## src/rtl/cond_status_unit_if.sv

```systemverilog
// Issue/result bundle for the condition/status stage.
// Carries the group, direct status write, flush, result and status.
interface cond_status_unit_if #(
  parameter int LANES = 2
);
  logic               in_valid;
  logic               in_ready;
  logic [LANES-1:0]   in_lane_en;
  logic [4*LANES-1:0] in_cond;
  logic [LANES-1:0]   in_s;
  logic [4*LANES-1:0] in_flags;
  logic               wr_status_en;
  logic [3:0]         wr_status;
  logic               flush;
  logic               out_valid;
  logic               out_ready;
  logic [LANES-1:0]   out_exec;
  logic [3:0]         out_status;
  logic [3:0]         status;

  modport master (
    output in_valid, in_lane_en, in_cond,
    output in_s, in_flags,
    output wr_status_en, wr_status,
    output flush, out_ready,
    input  in_ready, out_valid, out_exec,
    input  out_status, status
  );

  modport slave (
    input  in_valid, in_lane_en, in_cond,
    input  in_s, in_flags,
    input  wr_status_en, wr_status,
    input  flush, out_ready,
    output in_ready, out_valid, out_exec,
    output out_status, status
  );
endinterface

```

## src/rtl/cond_status_unit.sv

```systemverilog
// NZCV status register and multi-lane ARM condition evaluation stage.
// Ports: clk, rst_n, bus (slave: issue group in, registered result out).
module cond_status_unit #(
  parameter int          LANES        = 2,
  parameter logic [3:0]  RESET_STATUS = 4'b0000
) (
  input  logic               clk,
  input  logic               rst_n,
  cond_status_unit_if.slave  bus
);

  logic [3:0]       status_q;
  logic [3:0]       out_status_q;
  logic [LANES-1:0] out_exec_q;
  logic             out_valid_q;

  logic [3:0]       s_cur;
  logic [3:0]       s_last;
  logic [LANES-1:0] exec;
  logic             accept;

  // Status is {N,Z,C,V}
  function automatic logic pass(
    input logic [3:0] cond,
    input logic [3:0] s
  );
    logic n, z, c, v, r;
    n = s[3];
    z = s[2];
    c = s[1];
    v = s[0];
    case (cond)
      4'h0:    r = z;
      4'h1:    r = ~z;
      4'h2:    r = c;
      4'h3:    r = ~c;
      4'h4:    r = n;
      4'h5:    r = ~n;
      4'h6:    r = v;
      4'h7:    r = ~v;
      4'h8:    r = c & ~z;
      4'h9:    r = ~c | z;
      4'ha:    r = (n == v);
      4'hb:    r = (n != v);
      4'hc:    r = ~z & (n == v);
      4'hd:    r = z | (n != v);
      4'he:    r = 1'b1;
      default: r = 1'b0;
    endcase
    return r;
  endfunction

  // Flags ripple lane to lane; a direct write lands before lane 0.
  always_comb begin
    exec  = '0;
    s_cur = bus.wr_status_en ? bus.wr_status : status_q;
    for (int i = 0; i < LANES; i++) begin
      exec[i] = bus.in_lane_en[i] &
                pass(bus.in_cond[4*i +: 4], s_cur);
      if (exec[i] & bus.in_s[i])
        s_cur = bus.in_flags[4*i +: 4];
    end
    s_last = s_cur;
  end

  assign bus.in_ready = ~out_valid_q | bus.out_ready;
  assign accept = bus.in_valid & bus.in_ready & ~bus.flush;

  always_ff @(posedge clk or negedge rst_n) begin
    if (!rst_n) begin
      status_q     <= RESET_STATUS;
      out_status_q <= RESET_STATUS;
      out_exec_q   <= '0;
      out_valid_q  <= 1'b0;
    end else begin
      if (accept)
        status_q <= s_last;
      else if (bus.wr_status_en)
        status_q <= bus.wr_status;

      if (accept) begin
        out_valid_q  <= 1'b1;
        out_exec_q   <= exec;
        out_status_q <= s_last;
      end else if (bus.flush | bus.out_ready) begin
        out_valid_q  <= 1'b0;
      end
    end
  end

  assign bus.out_valid  = out_valid_q;
  assign bus.out_exec   = out_exec_q;
  assign bus.out_status = out_status_q;
  assign bus.status     = status_q;

endmodule

```

## src/flat_wrapper.sv

```systemverilog
// flat-port wrapper written by rule: the top's interface ports become plain ports
module cond_status_unit_flat 
#(
  parameter int          LANES        = 2,
  parameter logic [3:0]  RESET_STATUS = 4'b0000
)
  (clk, rst_n, bus_in_valid, bus_in_lane_en, bus_in_cond, bus_in_s, bus_in_flags, bus_wr_status_en, bus_wr_status, bus_flush, bus_out_ready, bus_in_ready, bus_out_valid, bus_out_exec, bus_out_status, bus_status);
  cond_status_unit_if #(.LANES(LANES)) bus_i ();
  input  logic clk;
  input  logic rst_n;
  input wire logic [$bits(bus_i.in_valid)-1:0] bus_in_valid;
  input wire logic [$bits(bus_i.in_lane_en)-1:0] bus_in_lane_en;
  input wire logic [$bits(bus_i.in_cond)-1:0] bus_in_cond;
  input wire logic [$bits(bus_i.in_s)-1:0] bus_in_s;
  input wire logic [$bits(bus_i.in_flags)-1:0] bus_in_flags;
  input wire logic [$bits(bus_i.wr_status_en)-1:0] bus_wr_status_en;
  input wire logic [$bits(bus_i.wr_status)-1:0] bus_wr_status;
  input wire logic [$bits(bus_i.flush)-1:0] bus_flush;
  input wire logic [$bits(bus_i.out_ready)-1:0] bus_out_ready;
  output wire logic [$bits(bus_i.in_ready)-1:0] bus_in_ready;
  output wire logic [$bits(bus_i.out_valid)-1:0] bus_out_valid;
  output wire logic [$bits(bus_i.out_exec)-1:0] bus_out_exec;
  output wire logic [$bits(bus_i.out_status)-1:0] bus_out_status;
  output wire logic [$bits(bus_i.status)-1:0] bus_status;
  assign bus_i.in_valid = bus_in_valid;
  assign bus_i.in_lane_en = bus_in_lane_en;
  assign bus_i.in_cond = bus_in_cond;
  assign bus_i.in_s = bus_in_s;
  assign bus_i.in_flags = bus_in_flags;
  assign bus_i.wr_status_en = bus_wr_status_en;
  assign bus_i.wr_status = bus_wr_status;
  assign bus_i.flush = bus_flush;
  assign bus_i.out_ready = bus_out_ready;
  assign bus_in_ready = bus_i.in_ready;
  assign bus_out_valid = bus_i.out_valid;
  assign bus_out_exec = bus_i.out_exec;
  assign bus_out_status = bus_i.out_status;
  assign bus_status = bus_i.status;
  cond_status_unit #(.LANES(LANES), .RESET_STATUS(RESET_STATUS)) u_core (.clk(clk), .rst_n(rst_n), .bus(bus_i));
endmodule
```

## config.mk

```make
export PLATFORM = sky130hd
export DESIGN_NAME = cond_status_unit_flat
export DESIGN_NICKNAME = d
export VERILOG_FILES = /design/src/rtl/cond_status_unit_if.sv /design/src/rtl/cond_status_unit.sv /design/src/flat_wrapper.sv
export SDC_FILE = /design/constraint.sdc
export NUM_CORES = 1
export LEC_CHECK = 0
export BUFFER_PORTS_ARGS = -buffer_cell sky130_fd_sc_hd__clkbuf_2
export CORE_AREA = 2 2 69 71
export DETAILED_ROUTE_END_ITERATION = 10
export DIE_AREA = 0 0 71 73
export PLACE_DENSITY = 0.59
export SYNTH_ARGS = -nofsm -noshare
export SYNTH_HDL_FRONTEND = slang
export SYNTH_SLANG_ARGS = --single-unit
export TNS_END_PERCENT = 5
```

## constraint.sdc

```tcl
create_clock -name clk -period 3.68 [get_ports clk]
set_clock_uncertainty 0.1 [all_clocks]
set_input_delay 0.552 -clock clk [delete_from_list [all_inputs] [get_ports clk]]
set_output_delay 0.552 -clock clk [all_outputs]
set_load 0.005 [all_outputs]
```

==> impl_results.md <==
- Final slew viol count: 0
- MaxCap Viol Count: 0
- PortBufs: 41
- M1 wire length: ~1400 microns
- Root buffer cell: clkbuf_8
- Routed WL: between 2000 and 3000 microns
- Layout area overhead: 32.7%
- Avg WL per Cell: between 10 and 15 microns
- Top-count cell post-synth: nor2_1
- GPL Wtd Cong: 0.778
- Routed met3 length: 120 microns
- Area contributors post-synth: dfrtp_1 (24%), mux2i_1 (10%), nor2_1 (5.6%)
- Top cell type's share of synthesized area: a little under a quarter
- # IOs: 42
- Metal2 WL: between 1000 and 1500 microns
- Largest net degree at the start of global routing: 20
- Reg power frac: about 31%
- CTS buffer count: 3
- Period utilization: between 90 and 100%
- F_max: between 200 and 300 MHz
- Worst setup SP type: primary input
- Synthesized area: roughly 1100 sq um
- Crit Path Class: in2reg
- Worst VDD drop: roughly 0.00015 V
- Arrival @ worst endpoint: between 3 and 4 ns
- Worst-Skew Late Latency: 0.24 ns
- Via count: about 1100
- Worst Setup End Kind: flop
- Synth cell types: 45
- Hold Violations, Final: 0
- Number of routed nets with antenna violations: 0
- Die area: 5180 sq um
- Synthesized instance count: ~130
- Pwr/cell area: between 300 and 400 nW/um^2
- Top FF cell, synth: dfrtp_1
- P_int: about 0.00033 W
- Core Rows: 25
- Post-layout min period: 3.43 ns
- Power share of the combinational group: ~45%
- Synth Register Bits: 11
- Via-per-instance ratio: between 4 and 5
- RSZ-0062 raised after global routing: false
- Nets: about 210
- Post-route cell area: 1520 sq um
- Critical Path Fanout Max: 5
- Commonest cells in the netlist: nor2_1 (17), mux2i_1 (12), dfrtp_1 (11), a21oi_1 (8), nand2_1 (8)
- DR top layer: met4
- CP required: approximately 3.7 ns
- Setup TNS: 0 ns
- Number of global-route vias before repair: about 1000
- Drt pass-1 iters: 4
- Leading area contributor after synthesis: dfrtp_1
- Tot GR Track Use: between 10% and 20%
- Placed cell count: between 200 and 250
- Initial antenna violation count: 0
- Psw: between 0.00015 and 0.0002 W
- Fin cells: 237
- Finished Core Util: about a third
- CTS tree: built
- Status: complete, no violations
- Post-Syn Nets: 163
- YS warnings: 0
- Leakage: a little under 0.7 nW
- Detailed Route Iter0 Violations: 61
- CTS sink count: 11
- Post-synth ARST share: between 90% and 100%
- Setup violators final: 0
- Post-DP HPWL: approximately 2500 microns
- Layout cells sized above 1: a little over two fifths
- Grt total ovfl: 0
- Least-Margin Pin Slew: approximately 0.36 ns
- Antenna diodes: 0
- Die Y: ~73 microns
- Post CTS Setup Buffer Count: 0
- Die Width: 71 microns
- Clock transition at path regs: 0.05 ns
- Slew HR: 75.7%
- Clock power frac: between 20% and 30%
- Post-DP Area: between 1000 and 1500 sq um
- Post-synth EDFFs: 0
- Post-synthesis sequential area ratio: between 20% and 30%
- H-tree level count: 1
- First-pass GRT wire length: 4810 microns
- Syn Area/Cell: approximately 8.6 sq um
- Initial Util: between 20% and 30%
- # DRC: 0
- Clock buffer depth: 2
- Worst hold path type: in2async
- Core Region: about 4500 sq um
- Switching share of total power: 34.1%
[cells in the final DEF (no fill, tap or decap), drive strengths merged, types with 2 or more instances in the layout]
master   n
nor2b    2
dfrtp   11
clkbuf  45
mux2     7
nor2    17
a211oi   2
a21oi   10
o21a     2
or3      3
a31oi    2
and3     2
nand3    2
nor3     2
xnor2    5
o31ai    3
or3b     2
or2      2
o211ai   3
mux2i   12
inv      7
and2     2
nand2    8
o21ai    6
nor3b    4
buf     11
[worst max-delay path, cell delays in order]
cell and delay [ns]:
clkbuf_2 0.17, mux2_4 0.32, buf_4 0.16, o211ai_1 0.15, o31ai_1 0.11, o21a_1 0.25, o31a_2 0.37, and3_2 0.23
or3_1 0.36, a31oi_4 0.22, a31oi_4 0.15, mux2_4 0.34, mux2i_1 0.12
[per-layer routing]
metal / up-vias / GRT usage (%)
li1: 581 / -
met1: 522 / 16.1
met2: 30 / 18.7
met3: 2 / 2.76
met4: 0 / 1.89
met5: - / 0
[worst paths after layout]
check / start / cells past startpoint / slack (ns) / to
worst max-delay path: bus_wr_status_en / 13 / 0.25 / u_core.bus.status[3]
worst min-delay path: rst_n / 1 / 0.09 / u_core.bus.out_valid
worst max register to register: u_core.bus.status[0] / 12 / 0.37 / u_core.bus.status[3]
worst min register to register: u_core.bus.out_status[3] / 2 / 0.42 / u_core.bus.out_status[3]
max in group asynchronous: rst_n / 1 / 3.17 / u_core.bus.status[2]
min in group clk: bus_flush / 2 / 0.40 / u_core.bus.out_valid
[through the flow]
step	power (W)	hold slack [ns]	worst slack [ns]
2_1_floorplan	0.000301	0.156	0.172
3_3_place_gp	0.000388	0.342	-0.0127
3_5_place_dp	0.000389	0.347	-0.0556
4_1_cts	0.000512	0.0935	0.188
5_1_grt	0.000549	0.0959	0.00157
6_report	0.000508	0.0863	0.252
[flip-flops by register name, summed over array words and instances (netlist names)]
name and count:
u_core.bus.out_exec 2, u_core.bus.out_status 4, u_core.bus.out_valid 1, u_core.bus.status 4
[cell type report]
class | count | area (sq um)
clock buffer | 4 | 45.0
fill | 483 | 3010
inverter | 7 | 26.3
multi-input combinational | 109 | 821
sequential | 11 | 275
tap | 54 | 67.6
timing repair buffer | 52 | 288
[kinds of logic after synthesis]
family / count (synthesis) / synth area share, %
and+or+nand+nor: 49 / 22.4
xor gates and xnor gates: 6 / 4.58
DFF: 11 / 24.0
muxes: 19 / 18.6
buffers and inverters: 13 / 5.45
AOI/OAI and AO/OA: 35 / 25.0
[repair_timing]
item	4_1_cts	5_1_grt
gates resized for setup	0	1
endpoints found under the setup margin	0	8
hold buffers	0	0
[power by group through the flow]
stage / clock (W) / combinational [W] / sequential (W)
floorplan: 0 / 0.000142 / 0.000159
global route: 0.000132 / 0.000258 / 0.000159
detailed placement: 0 / 0.000230 / 0.000158
CTS: 0.000124 / 0.000232 / 0.000156
finish: 0.000121 / 0.000230 / 0.000156
global placement: 0 / 0.000229 / 0.000158
(Power assumes the default switching activity.)
